### config.mk
export PLATFORM = sky130hd
export DESIGN_NAME = uart_transmitter
export DESIGN_NICKNAME = d
export VERILOG_FILES = /design/src/rtl/uart_pkg.sv /design/src/rtl/uart_transmitter_bit_timer.sv /design/src/rtl/uart_transmitter.sv
export SDC_FILE = /design/constraint.sdc
export NUM_CORES = 1
export LEC_CHECK = 0
export ABC_AREA = 1
export BUFFER_PORTS_ARGS = -buffer_cell sky130_fd_sc_hd__buf_2
export CORE_ASPECT_RATIO = 1.75
export CORE_MARGIN = 8
export CORE_UTILIZATION = 30
export CTS_BUF_LIST = sky130_fd_sc_hd__clkbuf_8
export DETAILED_ROUTE_END_ITERATION = 16
export PLACE_DENSITY = 0.58
export REMOVE_ABC_BUFFERS = 1
export SLEW_MARGIN = 20
export SYNTH_ARGS = -nofsm -noshare
export SYNTH_HDL_FRONTEND = slang
export SYNTH_SLANG_ARGS = --single-unit
### constraint.sdc
create_clock -name tx_clk -period 1.7 [get_ports tx_clk]
set_input_delay 0.17 -clock tx_clk [delete_from_list [all_inputs] [get_ports tx_clk]]
set_output_delay 0.17 -clock tx_clk [all_outputs]
set_load 0.03 [all_outputs]
### src/rtl/uart_pkg.sv
// Shared UART definitions: transmitter state encoding, oversampling ratio and parity modes.
package uart_pkg;

   typedef enum logic [2:0] {
      IDLE,
      START,
      DATA,
      PARITY,
      STOP
   } uart_tx_state_t;

   localparam int UART_OVERSAMPLE  = 16;
   localparam int UART_PARITY_EVEN = 0;
   localparam int UART_PARITY_ODD  = 1;

endpackage

### src/rtl/uart_transmitter_bit_timer.sv
// Bit-period timer: counts tx_clk cycles within one UART bit and strobes bit_end on the last one.
module uart_bit_timer
   import uart_pkg::*;
#(
   parameter int CLKS_PER_BIT = UART_OVERSAMPLE
) (
   input  logic tx_clk,
   input  logic reset,
   input  logic restart,
   output logic bit_end
);

   localparam int CNT_W = $clog2(CLKS_PER_BIT);
   localparam logic [CNT_W-1:0] LAST_SAMPLE = CNT_W'(CLKS_PER_BIT - 1);

   logic [CNT_W-1:0] sample_cnt;

   always_ff @(posedge tx_clk) begin
      if (reset || restart || bit_end) begin
         sample_cnt <= '0;
      end else begin
         sample_cnt <= sample_cnt + CNT_W'(1);
      end
   end

   assign bit_end = (sample_cnt == LAST_SAMPLE);

endmodule

### src/rtl/uart_transmitter.sv
// UART frame serialiser: start bit, LSB-first data, optional parity, 1 or 2 stop bits.
module uart_transmitter
   import uart_pkg::*;
#(
   parameter int CLKS_PER_BIT = UART_OVERSAMPLE,
   parameter int DATA_BITS    = 8,
   parameter int PARITY_EN    = 0,
   parameter int PARITY_ODD   = UART_PARITY_EVEN,
   parameter int STOP_BITS    = 1
) (
   input  logic       tx_clk,
   input  logic       reset,
   input  logic [7:0] tx_data,
   input  logic       tx_valid,
   output logic       tx_ready,
   output logic       tx_serial,
   output logic       tx_busy,
   output logic       tx_done
);

   if (CLKS_PER_BIT < 2) begin : g_bad_clks_per_bit
      $error("uart_transmitter: CLKS_PER_BIT must be >= 2");
   end
   if (DATA_BITS < 5 || DATA_BITS > 8) begin : g_bad_data_bits
      $error("uart_transmitter: DATA_BITS must be 5..8");
   end
   if (STOP_BITS < 1 || STOP_BITS > 2) begin : g_bad_stop_bits
      $error("uart_transmitter: STOP_BITS must be 1 or 2");
   end

   localparam int BIT_CNT_W = $clog2(DATA_BITS);
   localparam logic [BIT_CNT_W-1:0] LAST_DATA = BIT_CNT_W'(DATA_BITS - 1);
   localparam logic [BIT_CNT_W-1:0] LAST_STOP = BIT_CNT_W'(STOP_BITS - 1);

   function automatic logic frame_parity(input logic [DATA_BITS-1:0] d);
      return (PARITY_ODD == UART_PARITY_ODD) ? ~^d : ^d;
   endfunction

   uart_tx_state_t         state_q,   state_nxt;
   logic [DATA_BITS-1:0]   shift_q,   shift_nxt;
   logic [BIT_CNT_W-1:0]   bit_cnt_q, bit_cnt_nxt;
   logic                   par_q,     par_nxt;
   logic                   serial_q,  serial_nxt;
   logic                   done_q,    done_nxt;
   logic                   accept;
   logic                   bit_end;

   assign tx_ready  = (state_q == IDLE);
   assign tx_busy   = (state_q != IDLE);
   assign tx_serial = serial_q;
   assign tx_done   = done_q;
   assign accept    = tx_valid & tx_ready;

   // Timer is held at zero while idle so the start bit gets a full period from the accept edge.
   uart_bit_timer #(
      .CLKS_PER_BIT (CLKS_PER_BIT)
   ) u_bit_timer (
      .tx_clk  (tx_clk),
      .reset   (reset),
      .restart (state_q == IDLE),
      .bit_end (bit_end)
   );

   always_ff @(posedge tx_clk) begin
      if (reset) begin
         state_q   <= IDLE;
         shift_q   <= '0;
         bit_cnt_q <= '0;
         par_q     <= 1'b0;
         serial_q  <= 1'b1;
         done_q    <= 1'b0;
      end else begin
         state_q   <= state_nxt;
         shift_q   <= shift_nxt;
         bit_cnt_q <= bit_cnt_nxt;
         par_q     <= par_nxt;
         serial_q  <= serial_nxt;
         done_q    <= done_nxt;
      end
   end

   always_comb begin
      state_nxt   = state_q;
      shift_nxt   = shift_q;
      bit_cnt_nxt = bit_cnt_q;
      par_nxt     = par_q;
      serial_nxt  = serial_q;
      done_nxt    = 1'b0;

      case (state_q)
         IDLE: begin
            serial_nxt = 1'b1;
            if (accept) begin
               state_nxt   = START;
               shift_nxt   = tx_data[DATA_BITS-1:0];
               par_nxt     = frame_parity(tx_data[DATA_BITS-1:0]);
               bit_cnt_nxt = '0;
               serial_nxt  = 1'b0;
            end
         end
         START: begin
            if (bit_end) begin
               state_nxt   = DATA;
               serial_nxt  = shift_q[0];
               shift_nxt   = shift_q >> 1;
               bit_cnt_nxt = '0;
            end
         end
         DATA: begin
            if (bit_end) begin
               if (bit_cnt_q == LAST_DATA) begin
                  bit_cnt_nxt = '0;
                  if (PARITY_EN != 0) begin
                     state_nxt  = PARITY;
                     serial_nxt = par_q;
                  end else begin
                     state_nxt  = STOP;
                     serial_nxt = 1'b1;
                  end
               end else begin
                  bit_cnt_nxt = bit_cnt_q + BIT_CNT_W'(1);
                  serial_nxt  = shift_q[0];
                  shift_nxt   = shift_q >> 1;
               end
            end
         end
         PARITY: begin
            if (bit_end) begin
               state_nxt   = STOP;
               serial_nxt  = 1'b1;
               bit_cnt_nxt = '0;
            end
         end
         STOP: begin
            serial_nxt = 1'b1;
            if (bit_end) begin
               if (bit_cnt_q == LAST_STOP) begin
                  state_nxt = IDLE;
                  done_nxt  = 1'b1;
               end else begin
                  bit_cnt_nxt = bit_cnt_q + BIT_CNT_W'(1);
               end
            end
         end
         default: begin
            state_nxt  = IDLE;
            serial_nxt = 1'b1;
         end
      endcase
   end

endmodule

Word-level counts from Yosys, hierarchy flattened
Index checks and enable logic that the tools add are counted.
{ "classes": {"n_addsub": 2, "eq_ne": 16, "n_mux": 27, "bitwise": 3, "reduce_logical": 13} }
{ "op_table": {"columns": ["op", "n"], "rows": [
  ["3-bit 2-to-1 mux", 13],
  ["8-bit 2-to-1 mux", 4],
  ["8-bit case mux with 3 select lines", 1],
  ["3-bit case mux with 5 select lines", 1],
  ["2-bit by 1-bit != test with 1-bit output, second input constant", 6],
  ["3-bit case mux with 4 select lines", 1],
  ["2-bit != test, second input constant", 4],
  ["7-bit AND reduction", 1],
  ["3-bit by 2-bit equality test with 1-bit output, second input constant", 2],
  ["3-bit equality test, second input constant", 2],
  ["3-bit zero test", 2],
  ["1-bit 2-to-1 mux", 6],
  ["6-bit AND reduction", 1],
  ["3-bit nonzero test", 2],
  ["5-bit AND reduction", 1],
  ["4-bit by 1-bit adder with 4-bit output, second input constant", 1],
  ["4-bit equality test, second input constant", 1],
  ["1-bit case mux with 4 select lines", 1],
  ["4-bit nonzero test", 1],
  ["3-bit by 1-bit adder with 3-bit output, second input constant", 1],
  ["3-bit by 1-bit equality test with 1-bit output, second input constant", 1],
  ["3-bit AND reduction", 1],
  ["3-bit OR reduction", 1],
  ["1-bit logical OR", 2],
  ["3 further kinds", 4]
]} }
{ "word_totals": {"regBits": 20, "in_bits": 11, "out_inout_bits": 4} }

Logic depth before layout (Yosys ltp)
{ "logic_depth": {"ltp_word": 4, "depth_mapped": 11, "ltp_nobuf": 10} }

By module
A second synthesis with hierarchy kept.
{ "hier_totals": {"cells_unflattened": 182, "hier_area_um2": 1187.4} }
{ "by_module_without_submodules": {"columns": ["module", "n_inst", "cells_each", "area_per_inst_um2"], "rows": [
  ["uart_transmitter", 1, 163, 1021.0],
  ["uart_bit_timer", 1, 19, 166.4]
]} }

Worst setup path after synthesis
OpenSTA, ideal clock, no wires.
{ "synth_path": {"kind": "reg-to-reg", "from": "register state_q[1]", "to": "register u_bit_timer.sample_cnt[0]", "setup_time_ns": 0.116, "t_arrival_ns": 1.569, "t_required_ns": 1.584, "slack_ns": 0.015, "stages_incl_launch_ff": 7, "n_path_buf": 0, "synth_period_minus_slack_ns": 1.685, "path_cell_list": "dfxtp_1 -> inv_2 -> nand2_1 -> nor2_1 -> inv_1 -> nand3_1 -> nor2_1"} }
{ "synth_between": {"elab_chain_len": 3} }
{ "synth_lines": {"columns": ["element", "line", "source"], "rows": [
  ["start: declaration", "uart_transmitter.sv:39", "uart_tx_state_t state_q, state_nxt;"],
  ["start signal: assignment", "uart_transmitter.sv:73", "state_q <= state_nxt;"],
  ["3-bit zero test", null, null],
  ["named net tx_ready", "uart_transmitter.sv:15", "output logic tx_ready,"],
  ["1-bit logical OR (2 in series)", "uart_transmitter_bit_timer.sv:19", "if (reset || restart || bit_end) begin"],
  ["end signal: assignment", "uart_transmitter_bit_timer.sv:22", "sample_cnt <= sample_cnt + CNT_W'(1);"],
  ["end: declaration", "uart_transmitter_bit_timer.sv:16", "logic [CNT_W-1:0] sample_cnt;"]
]} }
The timed path passes the listed nets, and every way through them passes these cells.
A chain may end at the register's enable or synchronous reset.

Final worst setup path
{ "layout_path": {"from": "register bit_cnt_q[0]", "to": "register shift_q[4]"} }
{ "layout_between": {"elab_chain_len": 3} }
{ "layout_lines": {"columns": ["element", "line", "source"], "rows": [
  ["start: declaration", "uart_transmitter.sv:41", "logic [BIT_CNT_W-1:0] bit_cnt_q, bit_cnt_nxt;"],
  ["start signal: assignment", "uart_transmitter.sv:75", "bit_cnt_q <= bit_cnt_nxt;"],
  ["3-bit equality test", "uart_transmitter.sv:111", "if (bit_cnt_q == LAST_DATA) begin"],
  ["2-bit != test (no line)", null, null],
  ["5-bit AND reduction (no line)", null, null],
  ["end signal: assignment", "uart_transmitter.sv:74", "shift_q <= shift_nxt;"],
  ["end: declaration", "uart_transmitter.sv:40", "logic [DATA_BITS-1:0] shift_q, shift_nxt;"]
]} }
No other way between the ends.

==> impl_metrics.tcl <==
set metrics [dict create \
    outcome "completed" \
    slowest_stage "dfxtp_1" \
    path_max_fanout 16 \
    cts_resized 0 \
    initial_core_util_pct 31.5 \
    final_area_sq_um 1320 \
    slew_viol_final 0 \
    cts_tree "built" \
    antenna_found_initial 0 \
    dp_hpwl_microns 1930 \
    setup-tns-final_ps 0 \
    cts-root-buf "clkbuf_8" \
    maxCapViolations 0 \
    grt_max_degree 17 \
    cts_sinks 20 \
    globalplace.congestion 0.769 \
    finalCritPeriodShare_pct 91.4 \
    worstPathArrival_ps 1710 \
    cp_cell_sequence "ha_1 -> ha_1 -> nand3_1 -> nand3_2 -> nor2_4 -> nand2_1 -> nand2_1 -> nor2_1" \
    dpl-instance-area_sq_um 1260 \
    grt_pass1_vias 992 \
    wl_per_cell_microns 10.4 \
    layout_commonest_cell "nand2_1" \
    p_total_uw 2770 \
    crit_required_ps 1850 \
    vias 1057 \
    grt_pass1_wl_microns 4150 \
    synthesis.area_sq_um 1140 \
    path_class "flip-flop to flip-flop" \
    drive_above_1_share_pct 19.0 \
    register_area_sq_um 402 \
    synthCells 172 \
    layout_common_cells "nand2_1, nor2_1, nand3_1, dfxtp_1, inv_1" \
    multiInputGateArea_sq_um 637 \
    port-buffer-count 14 \
    power_density_nw_per_um2 2100 \
    grtUsageTotal_pct 8.20 \
    fmax_ghz 0.644 \
    design.core.area_sq_um 3630 \
    io_pins 15 \
    drtIter0Drc 30 \
    synth.distinct_cells 22 \
    dp_cells 231 \
    gr-total-overflow 0 \
    die_area_sq_um 6120 \
    drc_errors 0 \
    period_minus_slack_ps 1550 \
    worst_setup_path_start_kind "flip-flop" \
    rows 29 \
    clock_skew_ps 2.28 \
    worstSkewPairLatency_ps 250 \
    vias_per_cell 4.50 \
    clk_pin_slew_ps 70 \
    ys_seq_area_share_pct 35.0 \
    areaGrowthSynthToFinish_pct 15.1 \
    fillers 420 \
    ys.warnings.count 0 \
    leakage_uw 0.000683 \
    hold_violations 0 \
    dr.pass1.iters 4 \
    postSynthAreaPerCell_sq_um 6.64 \
    final_cell_count_no_fill 235 \
    routed_wl_microns 2440 \
    peakVddDrop_mv 0.762 \
    fp.dieH_microns 97.6 \
    tightest_slew_ps 326 \
    slowest_delay_ps 340 \
    setup_violations 0 \
    nets 205 \
    clockBufferDepth 2 \
    end_kind "flip-flop" \
    ff2ff_setup_slack_ps 150 \
    htreeDepth 1 \
    hold_buffers 0 \
    synth_seq_cells 20 \
    antenna_cells 0 \
    max_slew_margin_pct 78.2 \
    numCtsBuffers 3 \
    hold_class "input pin to flip-flop" \
    cts_setup_buffers 0 \
    die_x_microns 62.6 \
    ant_nets 0 \
]
-- worst max-delay path, delay by kind of cell, from the launching register on --
kind	cells	cell delay [ps]
adder cells (fa/ha/maj)	2	400
AND/OR/NAND/NOR	6	720
flip-flops	1	340
-- layout make-up --
cell class | count | share of cell area [%]
Timing Repair Buffer | 16 | 6.47
Clock buffer | 4 | 4.19
Inverter | 21 | 5.99
Sequential cell | 20 | 30.5
Tap cell | 46 | 4.38
Multi-Input combinational cell | 128 | 48.4
-- power breakdown --
part / switching [uW] / internal, uW / total (uW) / leakage [uW]
sequential: 146 / 660 / 806 / 0.000165
combinational: 1070 / 539 / 1610 / 0.000489
clock: 145 / 206 / 350 / 0.0000288
-- stage by stage --
step           utilization, %  hold WS [ps]  worst slack, ps
5_1_grt                  36.2           132            -3.47
3_3_place_gp             34.7           400              128
3_5_place_dp             34.7           398              123
6_report                 36.2           127              146
4_1_cts                  36.2           122              114
2_1_floorplan               -           239             14.8
-- registers in the layout, indices dropped and copies added (netlist names) --
signal / count
shift_q: 8
u_bit_timer.sample_cnt: 4
bit_cnt_q: 3
state_q: 3
tx_done: 1
tx_serial: 1
-- layer usage --
layer  GRT usage, %  up-vias  routed length [microns]
li1               -      567                        -
met1           8.19      473                     1070
met4           3.71        0                       23
met2           14.7       15                     1240
met5              0        -                        0
met3           2.89        2                      104
-- logic make-up after synthesis --
| family | after synthesis | synth area share [%] |
|---|---|---|
| XOR/XNOR | 2 | 1.53 |
| adder cells (fa/ha/maj) | 4 | 4.38 |
| AO/OA/AOI/OAI | 8 | 3.61 |
| flip-flops | 20 | 35.0 |
| buffers and inverters | 24 | 9.20 |
| AND/OR/NAND/NOR | 114 | 46.2 |
-- worst paths after layout --
kind                             start                   endpoint  cells past startpoint
max reg2reg               bit_cnt_q[0]                 shift_q[4]                      8
max                       bit_cnt_q[0]                 shift_q[4]                      8
min                              reset                 state_q[2]                      2
min reg2reg  u_bit_timer.sample_cnt[0]  u_bit_timer.sample_cnt[0]                      1
-- synthesized netlist by cell type, drive strengths merged --
library cell  number  area share [%]
ha                 4             4.4
nand3             23              12
nand2             55              19
nor4               1            0.55
o22ai              1            0.55
buf                3             2.3
o21ai              1            0.44
nand3b             1            0.99
a21oi              6             2.6
nor2              34              14
xor2               1            0.77
inv               21             6.9
xnor2              1            0.77
dfxtp             20              35
Power figures use the tool's default switching activity.
